File: src/rtl/lsu_pkg.sv
// Shared constants and state type for the load/store unit.
package lsu_pkg;

   localparam logic [2:0] F3_LB  = 3'b000;
   localparam logic [2:0] F3_LH  = 3'b001;
   localparam logic [2:0] F3_LW  = 3'b010;
   localparam logic [2:0] F3_LBU = 3'b100;
   localparam logic [2:0] F3_LHU = 3'b101;

   localparam logic [3:0] WE_B = 4'b0001;
   localparam logic [3:0] WE_H = 4'b0011;
   localparam logic [3:0] WE_W = 4'b1111;

   typedef enum logic [1:0] {IDLE, REQ, WB} lsu_state_e;

endpackage

File: src/rtl/lsu_align.sv
// Combinational byte-lane logic: store replication/strobes, load right-shift,
// and misaligned/illegal access detection.
module lsu_align
   import lsu_pkg::*;
(
   input  logic        is_load,
   input  logic        is_store,
   input  logic [2:0]  funct3,
   input  logic [1:0]  offset,
   input  logic [31:0] store_data,
   input  logic [1:0]  load_offset,
   input  logic [31:0] rdata,
   output logic [31:0] st_wdata,
   output logic [3:0]  st_we,
   output logic [3:0]  ld_we,
   output logic        ld_zext,
   output logic        bad,
   output logic [31:0] ld_data
);

   logic misaligned;
   logic illegal;

   always_comb begin
      st_wdata   = store_data;
      st_we      = '0;
      ld_we      = '0;
      misaligned = 1'b0;
      illegal    = 1'b0;
      case (funct3)
         F3_LB, F3_LBU: begin
            st_wdata = {4{store_data[7:0]}};
            st_we    = WE_B << offset;
            ld_we    = WE_B;
         end
         F3_LH, F3_LHU: begin
            st_wdata   = {2{store_data[15:0]}};
            st_we      = WE_H << offset;
            ld_we      = WE_H;
            misaligned = offset[0];
         end
         F3_LW: begin
            st_we      = WE_W;
            ld_we      = WE_W;
            misaligned = |offset;
         end
         default: illegal = 1'b1;
      endcase
      // Stores have no unsigned variants.
      if (is_store && funct3[2]) illegal = 1'b1;
   end

   assign ld_zext = funct3[2];
   assign bad     = (is_load && is_store) || illegal || misaligned;
   assign ld_data = rdata >> {load_offset, 3'b000};

endmodule

File: src/rtl/lsu_ctrl.sv
// Load/store unit control: single-outstanding dmem handshake and register-file writeback.
// Define LSU_TIMEOUT_EN to abort requests left unacknowledged for TIMEOUT_CYCLES cycles.
module lsu_ctrl
   import lsu_pkg::*;
#(
   parameter int unsigned TIMEOUT_CYCLES = 16
) (
   input  logic        clk,
   input  logic        rst_n,
   input  logic        in_valid,
   output logic        in_ready,
   input  logic        is_load,
   input  logic        is_store,
   input  logic [2:0]  funct3,
   input  logic [31:0] base,
   input  logic [31:0] imm,
   input  logic [31:0] store_data,
   input  logic [4:0]  rd_in,
   output logic        dmem_req,
   output logic [3:0]  dmem_we,
   output logic [31:0] dmem_addr,
   output logic [31:0] dmem_wdata,
   input  logic        dmem_ack,
   input  logic [31:0] dmem_rdata,
   output logic [4:0]  wb_rd,
   output logic [3:0]  wb_we,
   output logic        wb_sign,
   output logic [31:0] wb_data,
   output logic        err
);

   if (TIMEOUT_CYCLES < 1) begin : g_bad_timeout
      $error("TIMEOUT_CYCLES must be at least 1");
   end

   lsu_state_e  state;
   logic [31:0] ea;
   logic        accept;
   logic [31:0] st_wdata;
   logic [3:0]  st_we;
   logic [3:0]  ld_we;
   logic        ld_zext;
   logic        bad;
   logic [31:0] ld_data;

   // Per-transaction context latched at accept.
   logic        load_q;
   logic [4:0]  rd_q;
   logic [3:0]  width_q;
   logic        zext_q;
   logic [1:0]  off_q;

`ifdef LSU_TIMEOUT_EN
   localparam int unsigned CntW = $clog2(TIMEOUT_CYCLES + 1);
   logic [CntW-1:0] cnt;
`endif

   assign ea       = base + imm;
   assign accept   = in_valid && (is_load || is_store);
   assign in_ready = (state == IDLE);

   lsu_align u_align (
      .is_load     (is_load),
      .is_store    (is_store),
      .funct3      (funct3),
      .offset      (ea[1:0]),
      .store_data  (store_data),
      .load_offset (off_q),
      .rdata       (dmem_rdata),
      .st_wdata    (st_wdata),
      .st_we       (st_we),
      .ld_we       (ld_we),
      .ld_zext     (ld_zext),
      .bad         (bad),
      .ld_data     (ld_data)
   );

   always_ff @(posedge clk) begin
      if (!rst_n) begin
         state      <= IDLE;
         dmem_req   <= 1'b0;
         dmem_we    <= '0;
         dmem_addr  <= '0;
         dmem_wdata <= '0;
         wb_we      <= '0;
         wb_rd      <= '0;
         wb_sign    <= 1'b0;
         wb_data    <= '0;
         err        <= 1'b0;
         load_q     <= 1'b0;
         rd_q       <= '0;
         width_q    <= '0;
         zext_q     <= 1'b0;
         off_q      <= '0;
`ifdef LSU_TIMEOUT_EN
         cnt        <= '0;
`endif
      end else begin
         err   <= 1'b0;
         wb_we <= '0;
         case (state)
            IDLE: begin
               if (accept) begin
                  if (bad) begin
                     err <= 1'b1;
                  end else begin
                     state      <= REQ;
                     dmem_req   <= 1'b1;
                     dmem_addr  <= {ea[31:2], 2'b00};
                     dmem_we    <= is_store ? st_we : 4'b0000;
                     dmem_wdata <= is_store ? st_wdata : 32'h0;
                     load_q     <= is_load;
                     rd_q       <= rd_in;
                     width_q    <= ld_we;
                     zext_q     <= ld_zext;
                     off_q      <= ea[1:0];
`ifdef LSU_TIMEOUT_EN
                     cnt        <= '0;
`endif
                  end
               end
            end
            REQ: begin
               if (dmem_ack) begin
                  dmem_req <= 1'b0;
                  if (load_q) begin
                     wb_we   <= width_q;
                     wb_rd   <= rd_q;
                     wb_sign <= zext_q;
                     wb_data <= ld_data;
                     state   <= WB;
                  end else begin
                     state <= IDLE;
                  end
               end
`ifdef LSU_TIMEOUT_EN
               else if (cnt == CntW'(TIMEOUT_CYCLES - 1)) begin
                  dmem_req <= 1'b0;
                  err      <= 1'b1;
                  state    <= IDLE;
               end else begin
                  cnt <= cnt + 1'b1;
               end
`endif
            end
            WB:      state <= IDLE;
            default: state <= IDLE;
         endcase
      end
   end

endmodule

File: config.mk
export PLATFORM = sky130hd
export DESIGN_NAME = lsu_ctrl
export DESIGN_NICKNAME = d
export VERILOG_FILES = /design/src/rtl/lsu_pkg.sv /design/src/rtl/lsu_align.sv /design/src/rtl/lsu_ctrl.sv
export SDC_FILE = /design/constraint.sdc
export NUM_CORES = 1
export LEC_CHECK = 0
export ABC_AREA = 1
export CORE_AREA = 2 2 187 97
export DETAILED_ROUTE_END_ITERATION = 16
export DIE_AREA = 0 0 189 99
export HOLD_SLACK_MARGIN = 0.15
export PLACE_DENSITY = 0.9
export SYNTH_ARGS = -nofsm -noshare
export SYNTH_HDL_FRONTEND = slang
export SYNTH_HIERARCHICAL = 1
export SYNTH_SLANG_ARGS = --single-unit
File: constraint.sdc
create_clock -name clk -period 3 [get_ports clk]
set_clock_uncertainty 0.15 [all_clocks]
set_input_delay 0.6 -clock clk [delete_from_list [all_inputs] [get_ports clk]]
set_output_delay 0.6 -clock clk [all_outputs]
set_load 0.02 [all_outputs]
==> results.yml, run 1 <==
logic_synthesis:
  ys_ff_latch: 125
  synth_area_um2: 7936
  synth-simple-area-share_pct: 38.22
  synthAdderAreaFrac_pct: 5.140
  ys_warn_count: 6
  syn_inst: 1331
  synth-compound-area-share_pct: 10.42
  synth.distinct_cells: 31
  seq_area_frac_synth_pct: 31.53
  muxShareOfSynthArea_pct: 0
  avgSynthCellArea_um2: 5.963
  synth-xor-area-share_pct: 1.655
  synth_top_family_by_area: "simple AND/OR/NAND/NOR gates"
critical_path:
  reg2reg_to: "wb_data[9]"
  rr_startpoint: "off_q[1]"
  required_ns: 3.19
  crit_arrival_ns: 2.99
  reg2regPathDepth: 5
  slowest_delay_ns: 0.48
  criticalPathCategory: "input port to register"
  rrSetupSlack_ns: 0.67
  worstSetupEndpointType: "register"
  crit_start: "base[0]"
  startpoint_type: "input port"
  worst_path_max_delay_cell: "clkdlybuf4s50_1"
  worstPathCellList: "clkdlybuf4s50_1 > ha_1 > fa_1 > nor2_1 > nand2_1 > nand2_1 > nand2_1 > nor3_4 > buf_4 > buf_8 > buf_12 > o21ai_0 > nor2_1"
  cp_common_cell: "nand2_1"
  crit_fanout: 19
floorplanning:
  die_area_um2: 18710
  initial_utilization_pct: 46.52
  ioPinCount: 255
  fp.coreArea_um2: 17060
  die_w_um: 189
  die-height_um: 99
  num_rows: 34
run:
  drv_cap: 0
clock_network:
  clk_latency_ns: 0.41
  hold_buffers: 0
  cts_sinks: 125
  clkTransAtPathRegs_ns: 0.06
  cts_tree: "done"
  cts.htree.levels: 4
  cts_buffers: 17
  cts_root_buffer: "clkbuf_16"
  ctsLongestPathBuffers: 2
power:
  pwr-share-clk_pct: 40.1
  power_density_nw_per_um2: 437.9
  seqPwrFrac_pct: 35.1
  switching_share_pct: 30.30
  vdd_drop_max_mv: 0.3776
  power.leakage_uw: 0.005420
  power.switching_uw: 1507
  p_int_uw: 3466
  pwr-share-comb_pct: 24.9
  total_power_uw: 4972
sta:
  finalCriticalPeriod_ns: 2.805
  max_clock_freq_mhz: 356.4
  setup_violations: 0
  slew_viol_final: 0
  worstMarginPinSlew_ns: 0.9171
  finalWorstSetupSlack_ns: 0.1945
  hold_viol: 0
  relSlewSlack_pct: 38.79
  fin_crit_sh_pct: 93.52
final_layout:
  fin_util_pct: 66.55
  n_antenna_cell: 0
  layout_common_cells: "nand2_1 (404), clkdlybuf4s50_1 (252), nor2_1 (213), inv_1 (173), dfxtp_1 (125)"
  final_common_cell: "nand2_1"
  drive_gt1_share_pct: 4.798
  area_growth_pct: 43.06
  nets: 1745
placed_design:
  hpwl_um: 22450
  portBuffers: 252
  place_ws_ns: -0.2274
  gp_congestion: 1.009
global_routing:
  grt_max_degree: 55
  antenna_found_initial: 0
  grt_usage_pct: 30.17
  grt_pass1_wl_um: 44230
  grt_overflow: 0
  grt_pass1_vias: 8523
drt:
  viasPerCell: 5.152
  route.vias.total: 9367
  route.detailed.wl_per_inst_um: 15.73
  drc_errors: 0
  dr.first_iter.drc_count: 927
  drtPass1Iterations: 6
  ant_nets: 0
  totalWireLength_um: 28600
hold_path:
  hp-class: "register to register"
  min_path_cells: 2
  min_to: "wb_we[2]"
  min-delay-start: "width_q[2]"
status:
  outcome: "complete, no violations"
synth_stat cells:
library cell  instances  share of area [%]
xor2_1               11                1.2
o211ai_1              1              0.095
a211oi_2              1               0.16
and2_1                9               0.71
ha_1                 31                4.9
nor3_1                3               0.19
nor2_2                2               0.16
buf_4                22                2.1
nand3b_1              1              0.095
clkbuf_1             25                1.2
xnor2_1               4               0.44
nor3_4                1               0.21
o21bai_1              3               0.28
fa_1                  1               0.25
or2_0                 6               0.47
conb_1                1              0.047
nand4_1               3               0.24
a21o_1                2               0.19
o21ai_0              69                4.4
nand2_1             404                 19
nor2_1              213                 10
a21oi_1              63                4.0
or2_1                 2               0.16
buf_2                20                1.3
inv_1               174                8.2
o21ai_1              20                1.3
buf_1                 1              0.047
o21ai_2               1               0.11
nand3_1             108                6.8
dfxtp_1             125                 32
inv_2                 4               0.19
critical path: cells and delay by family:
kind | cells | cell delay (ns)
simple gates | 6 | 0.71
compound gates | 1 | 0.07
buf+inv | 4 | 0.94
fa+ha+maj | 2 | 0.66
power groups by stage:
stage	clock network [uW]	logic (uW)	registers (uW)
after floorplan	0	641	1820
after global placement	0	1170	1780
after detailed placement	0	1190	1780
after CTS	2020	1200	1740
after global routing	2100	1350	1750
final	1990	1240	1740
area by class of cell:
class,instances,area [um2]
flip-flops and latches,125,2502
well taps,234,292.8
fillers,1469,5705
repair buffers,288,2908
clock buffers,23,488.0
clock inverters,9,85.08
multi-input cells,961,4407
inverters,178,670.6
per-layer routing:
metal	wire length (um)	GRT usage, %	part of all wire, %	vias to the layer above
li1	-	-	-	4584
met1	12580	43.37	44	4194
met2	11380	42.58	40	559
met3	4282	11.08	15	30
met4	347	6.791	1.2	0
met5	0	0	0	-
repair_timing:
action	CTS	global route
hold endpoints to repair	0	0
setup buffers	0	3
setup endpoints to repair	0	31
resized for setup	0	5
kinds of logic (layout without fill, tap and decap cells):
kind of cell | Yosys count | in the layout
AOI/OAI and AO/OA | 160 | 160
other | 1 | 2
and+or+nand+nor | 752 | 752
DFF | 125 | 125
adders and majority gates | 32 | 32
xor gates and xnor gates | 15 | 15
buffers and inverters | 246 | 498
how the worst max path moves through the flow:
stage,endpoint,slack [ns],depth (start not counted)
after floorplan,dmem_addr[10],0.38,12
after global placement,dmem_addr[18],-0.10,12
after detailed placement,rd_q[3],-0.23,12
after CTS,rd_q[3],0.15,12
after global routing,rd_q[3],-0.03,13
final,rd_q[3],0.19,13
registers in the layout, indices dropped and copies added (netlist names):
name / cells
err: 1
load_q: 1
wb_rd: 5
wb_sign: 1
dmem_addr: 30
wb_we: 4
rd_q: 5
zext_q: 1
off_q: 2
dmem_req: 1
wb_data: 32
dmem_wdata: 32
state: 2
dmem_we: 4
width_q: 4
through the flow:
| step | cells | setup TNS, ns | area [um2] | hold WS (ns) |
|---|---|---|---|---|
| 2_1_floorplan | 1332 | 0 | 7940 | 0.2660 |
| 3_3_place_gp | 1783 | -4.922 | 10740 | 0.2818 |
| 3_5_place_dp | 1783 | -13.42 | 10740 | 0.2813 |
| 4_1_cts | 1815 | 0 | 11310 | 0.2879 |
| 5_1_grt | 1818 | -0.03020 | 11350 | 0.3205 |
| 6_report | 1818 | 0 | 11350 | 0.2893 |
No activity file was read; power rests on OpenSTA's default activity.
==> run 2: changes to the inputs <==
- REMOVE_ABC_BUFFERS: unset -> 1
==> results.yml, run 2 (same netlist as run 1, synthesis figures left out) <==
status:
  outcome: "complete, no violations"
floorplanning:
  num_rows: 34
  ioPinCount: 255
  die_area_um2: 18710
  die_w_um: 189
  initial_utilization_pct: 46.52
  die-height_um: 99
  fp.coreArea_um2: 17060
clock_network:
  ctsResizeCount: 0
  cts_sinks: 125
  cts_tree: "done"
  clkTransAtPathRegs_ns: 0.07
  cts_buffers: 17
  post_cts_buffers: 0
  hold_buffers: 0
  cts.htree.levels: 4
  ctsLongestPathBuffers: 2
  clk_latency_ns: 0.41
  cts_root_buffer: "clkbuf_16"
power:
  switching_share_pct: 29.33
  p_int_uw: 3691
  seqPwrFrac_pct: 33.4
  vdd_drop_max_mv: 0.3816
  power.leakage_uw: 0.005453
  pwr-share-comb_pct: 23.5
  pwr-share-clk_pct: 43.1
  power.switching_uw: 1532
  power_density_nw_per_um2: 458.2
sta:
  max_clock_freq_mhz: 356.5
  setup_violations: 0
  grt_setup_unrepaired: "false"
  relSlewSlack_pct: 42.70
  fin_crit_sh_pct: 93.49
  worstMarginPinSlew_ns: 0.8586
  slew_viol_final: 0
  hold_viol: 0
  finalCriticalPeriod_ns: 2.805
  hold_ws_ns: 0.2881
final_layout:
  reg_top3: "dmem_wdata (32), wb_data (32), dmem_addr (30)"
  fin_util_pct: 66.81
  nets: 1747
  n_antenna_cell: 0
  drive_gt1_share_pct: 4.921
  multi_input_area_um2: 4407
  final_common_cell: "nand2_1"
  seqCellArea_um2: 2502
  area_growth_pct: 43.61
  fillCellCount: 1483
  layout_common_cells: "nand2_1 (404), clkdlybuf4s50_1 (252), nor2_1 (213), inv_1 (173), dfxtp_1 (125)"
drt:
  dr.first_iter.drc_count: 896
  ant_nets: 0
  totalWireLength_um: 27710
  drtPass1Iterations: 5
  drc_errors: 0
  viasPerCell: 5.099
  route.vias.total: 9275
  route.detailed.wl_per_inst_um: 15.23
global_routing:
  grt_pass1_wl_um: 42700
  grt_max_degree: 68
  grt_usage_pct: 29.24
  grt_pass1_vias: 8244
  grt_overflow: 0
  antenna_found_initial: 0
critical_path:
  startpoint_type: "input port"
  criticalPathCategory: "input port to register"
  rrSetupSlack_ns: 1.06
  crit_fanout: 18
  worstSetupEndpointType: "register"
  required_ns: 3.22
  crit_arrival_ns: 3.03
  reg2regPathDepth: 5
hold_path:
  hp-class: "register to register"
  min_path_cells: 2
placed_design:
  gp_congestion: 1.005
  portBuffers: 252
  hpwl_um: 21110
run:
  drv_cap: 0
[run 2: worst max-delay path, stage by stage]
cell and delay [ns]:
clkdlybuf4s50_1 0.46, ha_1 0.21, fa_1 0.48, nor2_1 0.11, nand2_1 0.07, nand2_1 0.07, nand2_1 0.11, nor3_4 0.27
buf_12 0.21, buf_4 0.15, nor2_1 0.05, nor2_1 0.09, o21ai_1 0.09, inv_1 0.06
[run 2: worst paths after layout]
kind / from / end
setup / recovery: base[0] / dmem_addr[6]
hold / removal: width_q[2] / wb_we[2]
setup reg to reg: off_q[1] / wb_data[11]
hold reg to reg: width_q[2] / wb_we[2]
[run 2: power groups by stage]
stage / Sequential [uW] / Clock (uW) / Combinational [uW]
2_1_floorplan: 1830 / 0 / 583
4_1_cts: 1740 / 2280 / 1200
5_1_grt: 1750 / 2350 / 1340
3_3_place_gp: 1780 / 0 / 1170
3_5_place_dp: 1780 / 0 / 1190
6_report: 1740 / 2250 / 1230
[run 2: final cells by class]
cell class	instances	share of cell area [%]
flip-flops and latches	125	21.96
clock inverters	10	1.416
clock buffers	21	4.128
repair buffers	290	25.40
inverters	178	5.862
well taps	234	2.569
multi-input cells	961	38.67
[run 2: through the flow]
stage | instance area (um2) | setup WS, ns | instances | total power, uW | TNS, ns
detailed placement | 10770 | -0.1891 | 1788 | 2967 | -11.14
global placement | 10770 | -0.09797 | 1788 | 2952 | -5.317
CTS | 11400 | 0.2326 | 1819 | 5224 | 0
finish | 11400 | 0.1953 | 1819 | 5222 | 0
floorplan | 7577 | -1.817 | 1264 | 2409 | -121.99
global route | 11400 | 0.03337 | 1819 | 5433 | 0
[run 2: layer usage]
metal	GRT usage (%)	part of all wire (%)	up-vias
met2	42.07	40	538
li1	-	-	4586
met4	7.752	1.6	0
met1	40.77	45	4109
met3	11.08	14	42
met5	0	0	-
==> run 3: changes to the inputs <==
- ABC_AREA: 1 -> unset
- CORE_AREA: 2 2 187 97 -> 2 2 98 171
- DIE_AREA: 0 0 189 99 -> 0 0 100 173
- HOLD_SLACK_MARGIN: 0.15 -> 0.08
- PLACE_DENSITY: 0.9 -> 0.89
==> results.yml, run 3 <==
run:
  drv_cap: 0
logic_synthesis:
  synth-main-ff-cell: "dfxtp_1"
  syn_inst: 921
  synth_top_area_cell: "dfxtp_1"
  netlist.area_leader.share_pct: 34.90
  ys_ff_latch: 125
  seq_area_frac_synth_pct: 34.90
  synth_enable_flop_cells: 0
  synth_area_um2: 7171
  synth.distinct_cells: 67
  avgSynthCellArea_um2: 7.786
  synth_area_leaders: "dfxtp_1 (35%), nand2_1 (11%), a21oi_1 (8.6%)"
  synth_common_cells: "nand2_1 (210), dfxtp_1 (125), a21oi_1 (123)"
  ys_warn_count: 6
  yosys.cell_count.top_type: "nand2_1"
  synth-async-reset-ratio_pct: 0
clock_network:
  cts.htree.levels: 4
  hold_buffers: 0
  cts_buffers: 17
  cts_tree: "done"
  cts_sinks: 125
  ctsLongestPathBuffers: 2
  clk_latency_ns: 0.42
  cts_root_buffer: "clkbuf_16"
  clkTransAtPathRegs_ns: 0.06
drt:
  drc_errors: 0
  viasPerCell: 5.549
  route.vias.total: 7907
  route.detailed.wl_per_inst_um: 17.27
  drtPass1Iterations: 5
  dr.first_iter.drc_count: 336
  totalWireLength_um: 24610
  ant_nets: 0
status:
  outcome: "complete, no violations"
final_layout:
  fillCellCount: 1223
  fin_util_pct: 69.77
  area_growth_pct: 54.48
  fin_area_um2: 11080
  nets: 1395
  instances_no_fill: 1425
  drive_gt1_share_pct: 14.51
  reg_top3: "dmem_wdata (32), wb_data (32), dmem_addr (30)"
  final_common_cell: "clkdlybuf4s50_1"
  layout_common_cells: "clkdlybuf4s50_1 (252), nand2_1 (210), dfxtp_1 (125), a21oi_1 (122), buf_4 (102)"
global_routing:
  grt_usage_pct: 27.60
  grt_pass1_vias: 7821
  grt_pass1_wl_um: 37990
  grt_overflow: 0
  antenna_found_initial: 2
  grt_max_degree: 60
floorplanning:
  ioPinCount: 255
  fp.coreArea_um2: 15880
  num_rows: 61
  initial_utilization_pct: 45.17
  die-height_um: 173
  die_w_um: 100
  die_area_um2: 17300
power:
  power_density_nw_per_um2: 470.3
  power.leakage_uw: 0.004249
  vdd_drop_max_mv: 0.4693
  total_power_uw: 5210
critical_path:
  crit_arrival_ns: 3.00
  criticalPathCategory: "input port to register"
  crit_start: "base[1]"
  crit_fanout: 4
  rr_startpoint: "off_q[0]"
  startpoint_type: "input port"
  required_ns: 3.15
  worstSetupEndpointType: "register"
sta:
  finalSetupTns_ns: 0
  fin_crit_sh_pct: 95.05
  worstMarginPinSlew_ns: 0.7390
  slew_viol_final: 0
  grt_setup_unrepaired: "false"
  max_clock_freq_mhz: 350.7
  setup_violations: 0
  relSlewSlack_pct: 50.63
  hold_viol: 0
  finalCriticalPeriod_ns: 2.851
hold_path:
  hp-class: "register to register"
  min-delay-start: "dmem_wdata[4]"
placed_design:
  placed_area_um2: 10330
  hpwl_um: 18490
  portBuffers: 252
  dp_cells: 1382
  gp_congestion: 1.009
-- run 3: repair_timing --
item / 4_1_cts / 5_1_grt
resized for setup: 0 / 6
cloned: 0 / 0
endpoints found under the setup margin: 3 / 18
pin swaps: 2 / 4
buffers inserted: 7 / 2
-- run 3: routing by layer --
layer  track usage (%)  share of wire [%]  vias to the layer above
met1             26.28                 34                     3725
met4             16.61                5.4                        0
met3             4.972                5.1                       86
met5                 0                  0                        -
met2             52.87                 55                      304
li1                  -                  -                     3792
-- run 3: layout make-up --
| cell class | count | area [um2] | area share [%] |
|---|---|---|---|
| multi-input combinational | 710 | 4298 | 38.80 |
| tap | 189 | 236.5 | 2.135 |
| clock buffer | 17 | 425.4 | 3.840 |
| sequential | 125 | 2502 | 22.59 |
| timing repair buffer | 357 | 3348 | 30.23 |
| antenna | 2 | 5.005 | 0.04518 |
| clock inverter | 15 | 222.7 | 2.011 |
| inverter | 10 | 38.79 | 0.3502 |
-- run 3: where the power goes --
group          leakage (uW)  switching (uW)  internal [uW]
combinational       0.00292             574            618
clock              0.000316             863           1430
sequential          0.00101            28.6           1700
total               0.00425            1470           3740
-- run 3: cells by family (layout without fill, tap and decap cells) --
family	after synthesis	count (layout)	synth area share, %
simple gates	338	338	20.54
compound gates	257	257	22.00
mux	56	56	8.096
flops	125	125	34.90
buf+inv	87	399	5.671
fa+ha+maj	32	32	5.688
xor+xnor	25	25	3.054
other cells	1	4	0.05230
-- run 3: stage by stage --
stage          worst slack, ns  hold slack [ns]
3_3_place_gp           -0.4412           0.2872
4_1_cts                0.01509           0.2999
2_1_floorplan           -2.380           0.2819
5_1_grt                0.01928           0.3150
6_report                0.1485           0.2988
3_5_place_dp           -0.4573           0.2923
-- run 3: worst paths after layout --
| kind | endpoint | slack [ns] | depth (start not counted) |
|---|---|---|---|
| worst max-delay path | dmem_addr[25] | 0.15 | 10 |
| worst min-delay path | dmem_wdata[4] | 0.30 | 2 |
| worst max register to register | wb_data[15] | 1.07 | 4 |
| worst min register to register | dmem_wdata[4] | 0.30 | 2 |
-- run 3: worst max-delay path: stages --
cell	delay, ns
clkdlybuf4s50_1	0.47
ha_1	0.32
a21o_1	0.18
and4_1	0.24
o211a_4	0.25
a31oi_2	0.22
a21bo_2	0.26
o21ai_0	0.14
xnor2_1	0.22
o21ai_0	0.10
